<file path="src/rtl/uart_rx_cfg.sv">
// uart_rx_cfg: UART receiver with an elaboration-time frame format, 3-tap majority sampling,
// parity/framing/break/overrun reporting and a ready/valid output register.
module uart_rx_cfg #(
    parameter int CLK       = 51_800_000,
    parameter int BAUD      = 115200,
    parameter int DATA_BITS = 8,
    parameter int PARITY    = 0,
    parameter int STOP_BITS = 1
) (
    input  logic                 clk,
    input  logic                 reset,
    input  logic                 pin,
    input  logic                 data_ready,
    output logic                 data_valid,
    output logic [DATA_BITS-1:0] data_byte,
    output logic                 parity_error,
    output logic                 frame_error,
    output logic                 break_detect,
    output logic                 overrun
);
    localparam int DIV  = (CLK + BAUD / 2) / BAUD;
    localparam int HALF = DIV / 2;
    localparam int CW   = $clog2(DIV);

    if (DIV < 8) begin : g_div_check
        $error("uart_rx_cfg: DIV must be at least 8");
    end
    if (DATA_BITS < 5 || DATA_BITS > 9 || PARITY < 0 || PARITY > 2 || STOP_BITS < 1 || STOP_BITS > 2) begin : g_fmt_check
        $error("uart_rx_cfg: illegal frame format");
    end

    typedef enum logic [2:0] {IDLE, START, DATA, PAR_BIT, STOP, WAIT_HIGH} state_t;
    state_t state, next;

    logic                 s_meta, s, v0, v1, par_bit, fe_acc;
    logic [CW-1:0]        cnt;
    logic [3:0]           idx;
    logic [DATA_BITS-1:0] word;
    logic                 dec, maj, last_data, last_stop, done, fe_now, pe_now, brk_now;

    assign dec       = cnt == CW'(HALF + 1);
    assign maj       = (v0 & v1) | (v0 & s) | (v1 & s);
    assign last_data = idx == 4'(DATA_BITS - 1);
    assign last_stop = idx == 4'(STOP_BITS - 1);
    assign done      = state == STOP && dec && last_stop;
    assign fe_now    = fe_acc | ~maj;
    assign pe_now    = PARITY != 0 && (^word ^ par_bit ^ (PARITY == 1));
    assign brk_now   = word == '0 && (PARITY == 0 || !par_bit) && fe_now;

    always_ff @(posedge clk or posedge reset) begin
        if (reset) {s_meta, s} <= 2'b11;
        else {s_meta, s} <= {pin, s_meta};
    end

    always_ff @(posedge clk or posedge reset) begin
        if (reset) state <= IDLE;
        else state <= next;
    end

    always_comb begin
        next = state;
        case (state)
            IDLE:    if (!s) next = START;
            START:   if (dec) next = maj ? IDLE : DATA;
            DATA:    if (dec && last_data) next = PARITY != 0 ? PAR_BIT : STOP;
            PAR_BIT: if (dec) next = STOP;
            STOP:    if (done) next = fe_now ? WAIT_HIGH : IDLE;
            default: if (s) next = IDLE;
        endcase
    end

    // cnt is held at 0 in IDLE so the first low sample starts the start-bit timing
    always_ff @(posedge clk or posedge reset) begin
        if (reset) begin
            cnt     <= '0;
            idx     <= '0;
            v0      <= 1'b1;
            v1      <= 1'b1;
            word    <= '0;
            par_bit <= 1'b0;
            fe_acc  <= 1'b0;
        end else begin
            cnt <= (state == IDLE || cnt == CW'(DIV - 1)) ? '0 : cnt + 1'b1;
            if (cnt == CW'(HALF - 1)) v0 <= s;
            if (cnt == CW'(HALF)) v1 <= s;
            if (state == IDLE) begin
                idx     <= '0;
                par_bit <= 1'b0;
                fe_acc  <= 1'b0;
            end
            if (dec && state == DATA) begin
                word <= {maj, word[DATA_BITS-1:1]};
                idx  <= last_data ? '0 : idx + 1'b1;
            end
            if (dec && state == PAR_BIT) par_bit <= maj;
            if (dec && state == STOP) begin
                fe_acc <= fe_now;
                idx    <= idx + 1'b1;
            end
        end
    end

    always_ff @(posedge clk or posedge reset) begin
        if (reset) begin
            data_valid   <= 1'b0;
            data_byte    <= '0;
            parity_error <= 1'b0;
            frame_error  <= 1'b0;
            break_detect <= 1'b0;
            overrun      <= 1'b0;
        end else begin
            break_detect <= done && brk_now;
            overrun      <= done && data_valid && !data_ready;
            if (done && (!data_valid || data_ready)) begin
                data_valid   <= 1'b1;
                data_byte    <= word;
                parity_error <= pe_now;
                frame_error  <= fe_now;
            end else if (data_ready) begin
                data_valid <= 1'b0;
            end
        end
    end
endmodule

</file>
<file path="config.mk">
export PLATFORM = sky130hd
export DESIGN_NAME = uart_rx_cfg
export DESIGN_NICKNAME = d
export VERILOG_FILES = /design/src/rtl/uart_rx_cfg.sv
export SDC_FILE = /design/constraint.sdc
export NUM_CORES = 1
export LEC_CHECK = 0
export CAP_MARGIN = 15
export CELL_PAD_IN_SITES_DETAIL_PLACEMENT = 0
export CELL_PAD_IN_SITES_GLOBAL_PLACEMENT = 2
export CORE_ASPECT_RATIO = 1.75
export CORE_MARGIN = 10
export CORE_UTILIZATION = 35
export CTS_BUF_LIST = sky130_fd_sc_hd__clkbuf_8 sky130_fd_sc_hd__clkbuf_16
export CTS_CLUSTER_DIAMETER = 120
export DETAILED_ROUTE_END_ITERATION = 7
export PLACE_DENSITY = 0.78
export SLEW_MARGIN = 10
export SYNTH_ARGS = -nofsm -noshare
export SYNTH_HDL_FRONTEND = slang
export SYNTH_SLANG_ARGS = --single-unit
export TNS_END_PERCENT = 1
</file>
<file path="constraint.sdc">
create_clock -name clk -period 1.8 [get_ports clk]
set_input_delay 0.18 -clock clk [delete_from_list [all_inputs] [get_ports clk]]
set_output_delay 0.18 -clock clk [all_outputs]
set_load 0.05 [all_outputs]
</file>
==> results.md <==
* Status: complete, but fails checks
* Failing checks: negative setup slack
* # fillers at around 570
* P per Cell Area at between 600 and 700 mW/mm2
* CTS sink cnt at 41
* Main synth FF type: dfrtp_1
* Unrepaired setup endpoints after global routing: yes
* Nets at around 220
* Final min period at between 1.5 and 2 ns
* Setup CP Type: flip-flop to flip-flop
* Fin. Hold Viols at 0
* Number of synthesized register bits at just over 40
* DRT iter0 DRCs at 99
* Kind of cell adding the most delay to the critical path: simple AND/OR/NAND/NOR gates
* CP max-delay cell: or4b_4
* Mapped Cells at ~170
* Worst path bufs/invs at 1
* Diode count at 0
* CP Launch Type: flip-flop
* Residual DRC count at 0
* CTS buffer count at 5
* Synth top area cells: dfrtp_1 46%, mux2_2 11%, dfstp_2 5.2%
* Slew Limit Fails at 0
* Synth Cell Area at between 0.002 and 0.0025 mm2
* Final worst setup slack at -0.169 ns
* Total track usage at 0.0994
* Min-Delay Path Class: input pin to flip-flop
* Grt ovf at 0
* Ys async rst share at 1.00
* DIE HEIGHT at approximately 120 um
* Met3 wire len at around 96 um
* First-pass GRT wire length at between 7 and 8 mm
* Worst-Skew Late Latency at between 0.2 and 0.3 ns
* Starting Density at 0.362
* DRT met1 WL at approximately 1.6 mm
* Fin crit share at 1.09
* Most frequent cell after synthesis: dfrtp_1
* Pin count of the biggest net entering global routing at 42
* Wire length on met2 at 2.65 mm
* Share of the synthesized area in the top cell type at 0.458
* Final GP Congestion at just over 0.8
* MaxCap Viol Count at 0
* Seq/Total Area, Yosys at 0.510
* Slew @ Worst Pin at around 0.54 ns
* Lkg Pwr at 1.15 nW
* Synth area leader: dfrtp_1
* Min Hold Slack at approximately 0.3 ns
* Cell Chain, Critical Path: or4b_4, nor3_4, buf_6, nand4_4, mux2_2
* CTS max path bufs at 2
* DR top layer: met4
* Mean Syn Cell Area at between 10 and 15 um2
* Vias after detailed routing at around 1,400
* VDD IR max at approximately 370 uV
* Arr. time, crit path at about 2.2 ns
* Total nets after synthesis at 182
* Top post-synthesis cells by count: 37 x dfrtp_1, 20 x mux2_2, 14 x nor2_1, 12 x inv_1, 8 x nand3_1
* Number of global-route vias before repair at ~1,600
* Area after DPL at approximately 0.0024 mm2
* Final ANT Viol Nets at 0
* Relative slew slack at 0.637
* Total iterations of the first detailed-routing run at 4
* CP max stage delay at about 0.60 ns
* Finish-stage setup viols at 23
* Fraction of layout cells with a size suffix above 1 at 0.333
* Number of flops mapped to enable cells by yosys at 0
* Initial antenna violation count at 0
* Die span in x at 77.5 um
* Clk_skew at approximately 0.0051 ns
* Ports at 17
* H-tree Lvls at 2
* Synth-to-layout area growth at 25.2%
* CTS Root Cell: clkbuf_8
* Setup slack, reg-to-reg at -0.17 ns
* Setup crit end kind: flip-flop
* Die area at around 0.0093 mm2
* CP required at slightly below 2 ns
* Drt via density at approximately 5.0
* Final HPWL DP at about 3.4 mm
* Core footprint at between 0.005 and 0.006 mm2
* Number of core rows at 36
* CP max FO at 5
* CTS tree: built
* Final Cell Area at 0.00253 mm2
* Worst-path clk slew at ~0.080 ns
* Fmax at between 0.5 and 0.6 GHz
* Distinct cell type count of the synthesized netlist at 55
* Total power draw at ~1.6 mW
* Total Wirelength at 4.39 mm
* PortBufs at 15
* Yosys warns at 0
* Avg WL per Cell at about 15 um
## placed cells by master (no fill, tap or decap), types with 2 or more instances in the layout
| master | instances |
|---|---|
| clkbuf_8 | 5 |
| nand4_1 | 2 |
| and3_1 | 2 |
| xor2_1 | 2 |
| mux2i_1 | 2 |
| ha_1 | 6 |
| xnor2_1 | 5 |
| mux2_2 | 20 |
| nor2_1 | 14 |
| clkdlybuf4s50_1 | 15 |
| a21oi_1 | 2 |
| dfstp_2 | 4 |
| and3b_1 | 2 |
| and3_2 | 2 |
| nand3_1 | 8 |
| o22ai_1 | 2 |
| buf_4 | 21 |
| nor3_1 | 3 |
| o21ai_0 | 3 |
| nand4_4 | 2 |
| nand2_1 | 5 |
| nor4_1 | 2 |
| dfrtp_1 | 37 |
| inv_1 | 12 |
## metrics by stage
step	std cells	utilization	setup TNS, ns	worst slack, ns
6_report	289	0.454	-2.18	-0.169
5_1_grt	289	0.454	-4.13	-0.254
4_1_cts	287	0.445	-1.91	-0.136
3_5_place_dp	279	0.429	-1.73	-0.119
3_3_place_gp	279	0.429	-1.19	-0.0711
2_1_floorplan	172	-	-0.708	-0.0728
## layer usage
layer,vias to the layer above,GRT usage
li1,695,-
met1,733,0.102
met2,13,0.191
met3,2,0.0215
met4,0,0.0344
met5,-,0
## cells by family after synthesis
family / synth area share
AO/OA/AOI/OAI: 0.0798
XOR/XNOR: 0.0303
adder cells (fa/ha/maj): 0.0421
buffers and inverters: 0.0396
flip-flops: 0.510
multiplexers: 0.121
other: 0.00185
AND/OR/NAND/NOR: 0.176
## area by class of cell
type,count,area (um2),area share
multi-input cells,115,953,0.376
clock buffers,5,68.8,0.0272
repair buffers,37,319,0.126
well taps,76,95.1,0.0375
flip-flops and latches,41,1030,0.407
clock inverters,3,21.3,0.00840
inverters,12,45.0,0.0178
## where the power goes
part	switching, mW	total [mW]	leakage [nW]	internal (mW)
Sequential	0.00139	0.926	0.544	0.924
Combinational	0.0241	0.0330	0.566	0.00888
Clock	0.330	0.605	0.0445	0.275
## sequential cells by signal, summed over array words and instances, names as in the netlist, 3 cells and up
register,cells
cnt,9
word,8
idx,4
state,3
data_byte,8
## what timing repair did
action / 4_1_cts / 5_1_grt
cloned: 0 / 1
pin swaps: 2 / 6
hold buffers: 0 / 0
endpoints found under the setup margin: 25 / 30
resized for setup: 0 / 5
buffers inserted: 0 / 1
## path summary, 6_finish.rpt
path	startpoint	depth (start not counted)	endpoint
setup / recovery	cnt[3]	5	data_byte[3]
min in group asynchronous	reset	3	data_valid
max in group asynchronous	reset	3	v0
hold reg to reg	s_meta	0	s
hold / removal	pin	1	s_meta
setup reg to reg	cnt[3]	5	data_byte[3]
Note: power is estimated with default switching activity, not from simulation.
